$ cat src/rtl/mux_pkg.sv
// Shared types and limits for the arbitrated channel mux.
// Arbitration modes and the wrap-around pointer helper.
package mux_pkg;

  typedef enum logic {
    ARB_RR,
    ARB_FIXED
  } arb_mode_e;

  localparam int MAX_NCH = 16;

  // Next round-robin start position; explicit wrap for non-pow2 channel counts.
  function automatic int next_ptr(input int g, input int n);
    return (g == n - 1) ? 0 : g + 1;
  endfunction

endpackage

$ cat src/rtl/rr_arbiter.sv
// Combinational grant selection among requesting channels.
// Searches from ptr (round-robin) or from 0 (fixed priority).
module rr_arbiter
  import mux_pkg::*;
#(
  parameter int NCH = 4,
  localparam int SELW = $clog2(NCH)
) (
  input  logic [NCH-1:0]  req,
  input  logic [SELW-1:0] ptr,
  input  arb_mode_e       mode,
  output logic [NCH-1:0]  gnt,
  output logic [SELW-1:0] idx,
  output logic            any
);

  always_comb begin
    int start;
    int c;
    logic found;
    gnt   = '0;
    idx   = '0;
    found = 1'b0;
    c     = 0;
    start = (mode == ARB_FIXED) ? 0 : int'(ptr);
    for (int k = 0; k < NCH; k++) begin
      c = start + k;
      if (c >= NCH) c = c - NCH;
      if (!found && req[c]) begin
        found  = 1'b1;
        idx    = SELW'(c);
        gnt[c] = 1'b1;
      end
    end
    any = |req;
  end

endmodule

$ cat src/rtl/arb_mux.sv
// N-channel arbitrated mux with a registered valid/ready output.
// Output register refills in the same edge it drains: one word per cycle.
module arb_mux
  import mux_pkg::*;
#(
  parameter int        WIDTH = 32,
  parameter int        NCH   = 4,
  parameter arb_mode_e MODE  = ARB_RR,
  localparam int       SELW  = $clog2(NCH)
) (
  input  logic                 clk,
  input  logic                 rst_n,
  input  logic [NCH-1:0]       in_valid,
  input  logic [NCH*WIDTH-1:0] in_data,
  output logic [NCH-1:0]       in_ready,
  output logic                 out_valid,
  input  logic                 out_ready,
  output logic [WIDTH-1:0]     out_data,
  output logic [SELW-1:0]      out_ch
);

  logic [NCH-1:0]  gnt;
  logic [SELW-1:0] gidx;
  logic [SELW-1:0] ptr;
  logic            any;
  logic            load;
  logic            xfer;

  rr_arbiter #(
    .NCH(NCH)
  ) u_arb (
    .req (in_valid),
    .ptr (ptr),
    .mode(MODE),
    .gnt (gnt),
    .idx (gidx),
    .any (any)
  );

  assign load = !out_valid || out_ready;
  assign xfer = load && any;

  // Reset gating keeps producers from seeing an accept while held in reset.
  assign in_ready = (xfer && rst_n) ? gnt : '0;

  always_ff @(posedge clk or negedge rst_n) begin
    if (!rst_n) begin
      out_valid <= 1'b0;
      out_data  <= '0;
      out_ch    <= '0;
      ptr       <= '0;
    end else begin
      if (xfer) begin
        out_valid <= 1'b1;
        out_data  <= in_data[int'(gidx)*WIDTH +: WIDTH];
        out_ch    <= gidx;
        if (MODE == ARB_RR)
          ptr <= SELW'(next_ptr(int'(gidx), NCH));
      end else if (out_ready) begin
        out_valid <= 1'b0;
      end
    end
  end

endmodule

$ cat config.mk
export PLATFORM = sky130hd
export DESIGN_NAME = arb_mux
export DESIGN_NICKNAME = d
export VERILOG_FILES = /design/src/rtl/mux_pkg.sv /design/src/rtl/rr_arbiter.sv /design/src/rtl/arb_mux.sv
export SDC_FILE = /design/constraint.sdc
export NUM_CORES = 1
export LEC_CHECK = 0
export ABC_AREA = 0
export CELL_PAD_IN_SITES_DETAIL_PLACEMENT = 1
export CELL_PAD_IN_SITES_GLOBAL_PLACEMENT = 1
export CORE_UTILIZATION = 30
export CTS_CLUSTER_SIZE = 10
export DETAILED_ROUTE_END_ITERATION = 10
export HOLD_SLACK_MARGIN = 0.08
export PLACE_DENSITY = 0.88
export RECOVER_POWER = 25
export SLEW_MARGIN = 10
export SYNTH_ARGS = -nofsm -noshare
export SYNTH_HDL_FRONTEND = slang
export SYNTH_SLANG_ARGS = --single-unit
$ cat constraint.sdc
create_clock -name clk -period 5.1 [get_ports clk]
set_clock_uncertainty 0.2 [all_clocks]
set_input_delay 1.275 -clock clk [delete_from_list [all_inputs] [get_ports clk]]
set_output_delay 1.275 -clock clk [all_outputs]
set_load 0.01 [all_outputs]
==> out/results.ini, run 1 <==
[run_status]
status=finished, violations left
violations=capacitance limit, slew limit

[floorplanning]
fp.dieH_microns=114
dieArea_sq_um=12900
rows=40
die_w_microns=114
pin_count=174
initial_core_util=0.310
core_sq_um=12100

[drt]
route.vias.total=4542
drtIter0Drc=446
drtPass1Iterations=6
wl_microns=15400
wire_per_inst_microns=20.1
viasPerCell=5.94
final_antenna_net_count=0
drc=0

[cells_and_area]
num_antenna_cells=0
area_delta_synth_final_pct=53.9
layout_commonest_cell=clkdlybuf4s50_1
layout_common_cells=clkdlybuf4s50_1, o211ai_1, nand2_1
nets=739
final_layout_size_suffix_gt1_frac=0.116

[placed_design]
io_buffers=173
hpwl_microns=11100
dp_slack_ps=49.6
place.gp.congestion=0.836

[critical_path]
critPathMaxFanout=8
crit_top_cell=nor2_1
arrival_ps=3260
worstPathCellList=dlymetal6s2s_1, mux4_2, nor2b_4, a22oi_1, nor2_1, a221oi_1, nor2_1, clkdlybuf4s50_1
cp_slowest_stage_delay_ps=590
critPathTopFamily=buffers and inverters
r2r_setup_slack_ps=1260
required_ps=3620
critPathLaunchType=input pin
path_buf_inv=2
crit_type=in -> out
worstSetupEndpointType=output pin
crit_path_top_delay_cell=mux4_2

[timing]
tightestPinTransition_ps=2150
final-hold-violation-count=0
rsz0062_at_grt=false
setup_tns_ps=0
setup_ws_ps=368
max_freq_ghz=0.211
fin_hold_ws_ps=297
slew_viol_final=38
period_needed_ps=4730
post-route-period-util=0.928
slew_headroom=-0.435
setup_viol=0

[cts]
cts.hold.buffers_added=0
clock_latency_ps=270
cts_setup_buffers=0
cts_buffers=5
cts_tree=done
cts_max_level=2
clk_transition_reported_paths_ps=60
cts_buffer_depth=2
clock_sinks=37
postCtsResizedCells=0
clockRootBuffer=clkbuf_16

[logic_synthesis]
ys_seq_area_frac=0.248
synth-seq-cells=37
syn_area_sq_um=3740
yosysWarnings=0
synth_nets=594
syn_inst=453
syn_avg_cell_area_sq_um=8.25
yosysUniqueCellTypes=36

[pwr]
power.leakage_nw=2.22
seq_power_share=0.170
p_comb_frac=0.739
switchingPower_w=0.00153
power_density_nw_per_um2=561
p_int_w=0.00170
clkPwrFrac=0.091
ir_drop_mv=0.233
p_sw_frac=0.474

[global_route]
antenna_found_initial=0
grtUsageTotal=0.236
overflow=0
grt_pass1_wl_microns=24400
grt_pass1_vias=5020
grt_start_max_net_pins=71

[flow_run]
cap_violations=1

[worst_hold_path]
holdCritPathClass=reg -> reg

[final cells by class]
type                    instances  area [sq um]
fillers                      1418          6310
repair buffers                192          1890
flip-flops and latches         37           927
clock buffers                   5           125
multi-input cells             324          2460
well taps                     168           210
clock inverters                 1          5.00
inverters                      38           143
[synth_stat cells]
cell type / n / share of area
a21o_1: 1 / 0.0020
a21oi_1: 35 / 0.047
a221o_1: 32 / 0.086
a221oi_1: 4 / 0.0094
a222oi_1: 32 / 0.086
a22oi_1: 4 / 0.0080
a31oi_1: 1 / 0.0017
a32o_1: 1 / 0.0027
buf_2: 8 / 0.011
buf_4: 3 / 0.0060
buf_6: 5 / 0.015
clkbuf_1: 37 / 0.037
clkbuf_2: 1 / 0.0013
dfrtp_1: 37 / 0.25
ha_1: 6 / 0.020
inv_1: 38 / 0.038
mux2_2: 33 / 0.099
mux4_2: 3 / 0.018
nand2_1: 46 / 0.046
nand2b_1: 2 / 0.0033
nor2_1: 11 / 0.011
nor2_2: 1 / 0.0017
nor2b_2: 1 / 0.0023
nor3_1: 34 / 0.046
nor3_2: 1 / 0.0027
nor4_1: 1 / 0.0017
o211ai_1: 64 / 0.13
o21ai_0: 2 / 0.0027
o22ai_1: 1 / 0.0017
o31ai_1: 2 / 0.0040
o32a_1: 1 / 0.0027
o32ai_1: 1 / 0.0023
or2_1: 1 / 0.0017
or2_2: 1 / 0.0017
or3_1: 1 / 0.0017
or4_4: 1 / 0.0030
[state kept, by name, summed over array words and instances, names as in the netlist]
name,flops
out_ch,2
out_valid,1
ptr,2
out_data,32
[power groups by stage]
stage | Clock (W) | Sequential, W | Combinational (W)
floorplan | 0 | 0.000583 | 0.00150
global placement | 0 | 0.000544 | 0.00227
detailed placement | 0 | 0.000552 | 0.00238
CTS | 0.000303 | 0.000550 | 0.00239
global route | 0.000312 | 0.000565 | 0.00258
finish | 0.000293 | 0.000548 | 0.00239
[cells by family after synthesis]
logic type               Yosys count  synth area share
AND/OR/NAND/NOR                  101             0.122
buffers and inverters             92             0.108
multiplexers                      36             0.117
flip-flops                        37             0.248
AO/OA/AOI/OAI                    181             0.384
adder cells (fa/ha/maj)            6            0.0201
[worst paths after layout]
| path | from | endpoint | depth (start not counted) |
|---|---|---|---|
| worst min register to register | out_ch[1] | out_ch[1] | 2 |
| worst max register to register | ptr[1] | ptr[0] | 9 |
| worst min-delay path | out_ch[1] | out_ch[1] | 2 |
| min in group asynchronous | rst_n | out_valid | 2 |
| worst max-delay path | in_valid[2] | in_ready[0] | 8 |
| max in group asynchronous | rst_n | ptr[0] | 2 |
[worst register-to-register path, cell delays in order, from the launching register on]
cell	delay (ps)
dfrtp_1	530
inv_1	130
ha_1	450
mux4_2	630
nor2b_4	220
buf_4	310
or4_4	450
o21ai_0	280
ha_1	240
o31ai_1	280
[per-layer routing]
metal,vias up,global-route usage,routed length [microns]
met2,183,0.443,8080
met4,0,0.0868,311
met5,-,0,0
met3,26,0.0335,910
met1,2254,0.269,6060
li1,2079,-,-
[stage by stage]
step / power, W / util / instance area (sq um) / cells
6_report: 0.00323 / 0.477 / 5760 / 765
5_1_grt: 0.00345 / 0.477 / 5760 / 765
4_1_cts: 0.00325 / 0.477 / 5750 / 765
3_5_place_dp: 0.00293 / 0.466 / 5620 / 759
3_3_place_gp: 0.00281 / 0.466 / 5620 / 759
2_1_floorplan: 0.00209 / - / 3740 / 453
Power figures use the tool's default switching activity.
==> run 2, diff against run 1 <==
--- a/config.mk
+++ b/config.mk
@@ -8,11 +8,11 @@
 export ABC_AREA = 0
 export CELL_PAD_IN_SITES_DETAIL_PLACEMENT = 1
 export CELL_PAD_IN_SITES_GLOBAL_PLACEMENT = 1
-export CORE_UTILIZATION = 30
+export CORE_UTILIZATION = 32
 export CTS_CLUSTER_SIZE = 10
 export DETAILED_ROUTE_END_ITERATION = 10
 export HOLD_SLACK_MARGIN = 0.08
-export PLACE_DENSITY = 0.88
+export PLACE_DENSITY = 0.92
 export RECOVER_POWER = 25
 export SLEW_MARGIN = 10
 export SYNTH_ARGS = -nofsm -noshare
==> constraint.sdc (replaced) <==
create_clock -name clk -period 5.85 [get_ports clk]
set_clock_uncertainty 0.2 [all_clocks]
set_input_delay 1.4625 -clock clk [delete_from_list [all_inputs] [get_ports clk]]
set_output_delay 1.4625 -clock clk [all_outputs]
set_load 0.01 [all_outputs]
==> run 2 against run 1 <==
  * Largest cell class unchanged
  * First-iteration DRC count down 26%
  * Power shrank 13%
  * Count of clock-buffer cells in the layout rose by 1
  * Sequential power decreased by 16%
  * Cell count is 3.8% lower
  * Worst setup slack worse by 110 ps
  * Cell area down 1.4%
  * Sequential share of layout area grew 0.23 points
  * Highest routed layer unchanged
  * Critical path depth did not move
  * The run still ends with capacitance limit, slew limit left
  * Global-route usage up 1.9 points
  * Critical path type unchanged
==> out/results.ini, run 2 (synthesized netlist as in run 1, its figures left out) <==
[floorplanning]
pin_count=174  ; unchanged
dieArea_sq_um=12100  ; -6.1%
core_sq_um=11400  ; -5.3%
rows=39  ; -2.5%
die_w_microns=110  ; -3.1%
initial_core_util=0.327  ; +0.0175
fp.dieH_microns=110  ; -3.1%

[pwr]
p_comb_frac=0.743  ; +0.004
clkPwrFrac=0.094  ; +0.003
power.leakage_nw=2.14  ; -3.5%
seq_power_share=0.163  ; -0.007
ir_drop_mv=0.574  ; +150%
total_power_w=0.00282  ; -13%
p_int_w=0.00147  ; -13%
power_density_nw_per_um2=497  ; -11%
p_sw_frac=0.477  ; +0.00325
switchingPower_w=0.00135  ; -12%

[timing]
tightestPinTransition_ps=2230  ; +80.7 ps
setup_viol=0  ; unchanged
slew_viol_final=38  ; unchanged
post-route-period-util=0.955
max_freq_ghz=0.179
final-hold-violation-count=0  ; unchanged
period_needed_ps=5590
setup_tns_ps=0  ; unchanged
slew_headroom=-0.489  ; -0.0538
rsz0062_at_grt=false

[cts]
cts.hold.buffers_added=0  ; unchanged
clock_sinks=37  ; unchanged
cts_buffer_depth=2  ; unchanged
clk_transition_reported_paths_ps=60  ; about the same
clock_latency_ps=280  ; about the same
clockRootBuffer=clkbuf_16
postCtsResizedCells=0  ; unchanged
cts_setup_buffers=0  ; unchanged
cts_max_level=2  ; unchanged
cts_buffers=5  ; unchanged
cts_tree=done

[cells_and_area]
nets=733  ; -0.81%
nFillCells=1338  ; -5.6%
largest_register=out_data
largest_reg_flops=32  ; unchanged
area_delta_synth_final_pct=51.8
finalNonFillerCells=736  ; -3.8%
layout_common_cells=clkdlybuf4s50_1, o211ai_1, nand2_1
top_regs=out_data: 32 flops, out_ch: 2 flops, ptr: 2 flops
final_layout_size_suffix_gt1_frac=0.108  ; -0.00765
layout_commonest_cell=clkdlybuf4s50_1
num_antenna_cells=0  ; unchanged

[drt]
route.vias.total=4503  ; -0.86%
final_antenna_net_count=0  ; unchanged
viasPerCell=6.12  ; +3.0%
drtPass1Iterations=7  ; +1
drtIter0Drc=330  ; -26%
drc=0  ; unchanged
wire_per_inst_microns=21.4  ; +6.4%
wl_microns=15700  ; +2.4%

[global_route]
antenna_found_initial=0  ; unchanged
grtUsageTotal=0.255  ; +0.0190
grt_pass1_wl_microns=24000  ; -1.6%
grt_pass1_vias=4854  ; -3.3%
grt_start_max_net_pins=81  ; +14%
overflow=0  ; unchanged

[placed_design]
place_inst=728  ; -4.1%
io_buffers=173  ; unchanged
hpwl_microns=11200  ; +0.96%
place.gp.congestion=0.810  ; -3.1%

[critical_path]
critPathMaxFanout=10  ; +2
crit_type=in -> out
worstSetupEndpointType=output pin
arrival_ps=3930  ; +670 ps
required_ps=4190  ; +570 ps
critPathLaunchType=input pin

[flow_run]
cap_violations=1  ; unchanged

[run_status]
status=finished, violations left
violations=capacitance limit, slew limit

[worst_hold_path]
holdCritPathClass=reg -> reg

==> run 2: changes by cell type in the layout (fill, tap and decap cells not counted), sizes merged <==
cell           before  now
clkinv              1    2
clkdlybuf4s50     167  172
dlymetal6s2s        5    0
buf                18   12
clkbuf              7    8
==> run 2: layout make-up <==
type	instances	area (sq um)	area share
clock buffer	6	129	0.0227
clock inverter	2	10.0	0.00176
sequential	37	927	0.163
inverter	38	143	0.0251
multi-input combinational	324	2460	0.433
timing repair buffer	186	1830	0.323
tap	143	179	0.0315
==> run 2: power by group through the flow <==
stage | combinational (W) | sequential, W | clock, W
5_1_grt | 0.00227 | 0.000476 | 0.000281
6_report | 0.00209 | 0.000460 | 0.000266
2_1_floorplan | 0.00131 | 0.000508 | 0
4_1_cts | 0.00211 | 0.000461 | 0.000271
3_3_place_gp | 0.00197 | 0.000456 | 0
3_5_place_dp | 0.00209 | 0.000465 | 0
==> run 2: metal layers <==
layer,vias to the layer above,track usage,part of all wire
met5,-,0,0
met4,0,0.116,0.031
met3,38,0.0376,0.058
met2,156,0.487,0.53
met1,2234,0.275,0.38
li1,2075,-,-
==> run 2: worst paths after layout <==
check                        startpoint           end  slack [ps]  cells after the start
max                         in_valid[0]   in_ready[2]         260                      8
min                        out_data[23]  out_data[23]         300                      2
max reg2reg                      ptr[1]   out_data[4]        1640                     10
min reg2reg                out_data[23]  out_data[23]         300                      2
max in group asynchronous         rst_n        ptr[0]        2220                      2
min in group asynchronous         rst_n  out_data[29]        1800                      2
==> run 2: stage by stage <==
stage | hold slack, ps | cell area [sq um] | utilization | setup slack (ps)
2_1_floorplan | 314 | 3740 | - | 1030
3_3_place_gp | 260 | 5540 | 0.485 | 470
3_5_place_dp | 287 | 5540 | 0.485 | 305
4_1_cts | 304 | 5680 | 0.497 | 277
5_1_grt | 328 | 5680 | 0.497 | 89.9
6_report | 299 | 5680 | 0.497 | 260
==> run 2: critical path, cell delays in order <==
cell	delay, ps
clkdlybuf4s50_1	560
or3_1	440
nor3_1	180
a31oi_1	80
o32ai_1	330
a221oi_1	200
nor2_1	130
clkdlybuf4s50_1	540
==> run 3, diff against run 2 <==
--- a/config.mk
+++ b/config.mk
@@ -12,7 +12,7 @@
 export CTS_CLUSTER_SIZE = 10
 export DETAILED_ROUTE_END_ITERATION = 10
 export HOLD_SLACK_MARGIN = 0.08
-export PLACE_DENSITY = 0.92
+export PLACE_DENSITY_LB_ADDON = 0.15
 export RECOVER_POWER = 25
 export SLEW_MARGIN = 10
 export SYNTH_ARGS = -nofsm -noshare
==> constraint.sdc (replaced) <==
create_clock -name clk -period 6.5 [get_ports clk]
set_clock_uncertainty 0.2 [all_clocks]
set_input_delay 1.625 -clock clk [delete_from_list [all_inputs] [get_ports clk]]
set_output_delay 1.625 -clock clk [all_outputs]
set_load 0.01 [all_outputs]
==> run 3 against run 2 <==
  * The flow still finishes with violations (capacitance limit, slew limit)
  * Hold slack got worse by 13 ps
  * Die area unchanged
  * Non-clock buffer count unchanged
  * Sequential share of layout area decreased by 0.061 points
  * Critical path type unchanged
  * Critical endpoint is now in_ready[1]
  * Highest routed layer unchanged
==> out/results.ini, run 3 (synthesized netlist as in run 1, its figures left out) <==
[pwr]
power.leakage_nw=2.15  ; +0.43%
power_density_nw_per_um2=455  ; -8.5%
ir_drop_mv=0.255  ; -56%

[cells_and_area]
layout_commonest_cell=clkdlybuf4s50_1
final_layout_size_suffix_gt1_frac=0.108  ; unchanged
largest_register=out_data
layout_common_cells=clkdlybuf4s50_1, o211ai_1, nand2_1
num_antenna_cells=0  ; unchanged
top_regs=out_data: 32 flops, out_ch: 2 flops, ptr: 2 flops
nets=733  ; unchanged
largest_reg_flops=32  ; unchanged
area_delta_synth_final_pct=52.4
finalInstanceArea_sq_um=5700  ; +0.37%

[placed_design]
io_buffers=173  ; unchanged
dp_slack_ps=602  ; +296 ps
place.gp.congestion=0.816  ; +0.80%
hpwl_microns=10600  ; -5.6%
placed_area_sq_um=5530  ; -0.23%

[critical_path]
critPathLaunchType=input pin
required_ps=4680  ; +490 ps
crit_type=in -> out
worstSetupEndpointType=output pin
arrival_ps=4130  ; +200 ps
critPathMaxFanout=10  ; unchanged

[global_route]
grt_start_max_net_pins=81  ; unchanged
grt_pass1_vias=4642  ; -4.4%
grt_pass1_wl_microns=23600  ; -1.4%
antenna_found_initial=0  ; unchanged
overflow=0  ; unchanged
grtUsageTotal=0.251  ; -0.00425

[flow_run]
cap_violations=1  ; unchanged

[timing]
setup_tns_ps=0  ; unchanged
tightestPinTransition_ps=2240  ; +2.02 ps
post-route-period-util=0.916
setup_ws_ps=547  ; +286 ps
fin_hold_ws_ps=285  ; -13.4 ps
setup_viol=0  ; unchanged
period_needed_ps=5950
rsz0062_at_grt=false
max_freq_ghz=0.168
slew_headroom=-0.491  ; -0.00135
slew_viol_final=38  ; unchanged
final-hold-violation-count=0  ; unchanged

[floorplanning]
core_sq_um=11400  ; unchanged
pin_count=174  ; unchanged
dieArea_sq_um=12100  ; unchanged
die_w_microns=110  ; unchanged
rows=39  ; unchanged
initial_core_util=0.327  ; unchanged
fp.dieH_microns=110  ; unchanged

[drt]
wl_microns=15600  ; -0.78%
drtPass1Iterations=9  ; +2
viasPerCell=6.09  ; -0.51%
final_antenna_net_count=0  ; unchanged
drc=0  ; unchanged
route.vias.total=4480  ; -0.51%
drtIter0Drc=430  ; +30%
wire_per_inst_microns=21.2  ; -0.78%

[cts]
cts_max_level=2  ; unchanged
clk_transition_reported_paths_ps=60  ; about the same
clock_latency_ps=280  ; about the same
cts_buffer_depth=2  ; unchanged
cts.hold.buffers_added=0  ; unchanged
clockRootBuffer=clkbuf_16
cts_setup_buffers=0  ; unchanged
cts_buffers=5  ; unchanged
postCtsResizedCells=0  ; unchanged
clock_sinks=37  ; unchanged
cts_tree=done

[run_status]
status=finished, violations left
violations=capacitance limit, slew limit

[worst_hold_path]
holdCritPathClass=reg -> reg

-- run 3: final timing paths --
kind                        startpoint  depth (start not counted)  slack, ps      endpoint
max                        in_valid[0]                          6        550   in_ready[1]
min                          out_ch[1]                          2        290     out_ch[1]
max reg2reg                     ptr[0]                          7       2080  out_data[30]
min reg2reg                  out_ch[1]                          2        290     out_ch[1]
max in group asynchronous        rst_n                          2       2620        ptr[0]
min in group asynchronous        rst_n                          2       2020  out_data[25]
-- run 3: area by class of cell --
class | count | area [sq um]
Sequential cell | 37 | 927
Tap cell | 143 | 179
Clock inverter | 1 | 30.0
Inverter | 38 | 143
Timing Repair Buffer | 186 | 1820
Clock buffer | 7 | 143
Fill cell | 1337 | 5720
Multi-Input combinational cell | 324 | 2460
-- run 3: metal layers --
| layer | part of all wire | global-route usage | up-vias |
|---|---|---|---|
| li1 | - | - | 2072 |
| met5 | 0 | 0 | - |
| met3 | 0.060 | 0.0353 | 14 |
| met2 | 0.49 | 0.449 | 153 |
| met4 | 0.014 | 0.0489 | 0 |
| met1 | 0.44 | 0.320 | 2241 |
-- run 3: report_power, final --
part           total [W]  internal [W]  leakage (nW)  switching, W
Clock           0.000297      0.000192        0.0841      0.000104
Sequential      0.000413      0.000346         0.449     0.0000675
Combinational    0.00188      0.000831          1.62       0.00105
-- run 3: per-stage QoR --
step / utilization / instances / power [W]
2_1_floorplan: - / 453 / 0.00164
3_3_place_gp: 0.484 / 728 / 0.00223
3_5_place_dp: 0.484 / 728 / 0.00230
4_1_cts: 0.499 / 736 / 0.00260
5_1_grt: 0.499 / 736 / 0.00277
6_report: 0.499 / 736 / 0.00259
-- run 3: critical path, stage by stage --
cell and delay [ps]:
clkdlybuf4s50_1 570, or3_1 440, o32ai_1 580, a221oi_1 210
nor2_1 140, clkdlybuf4s50_1 550
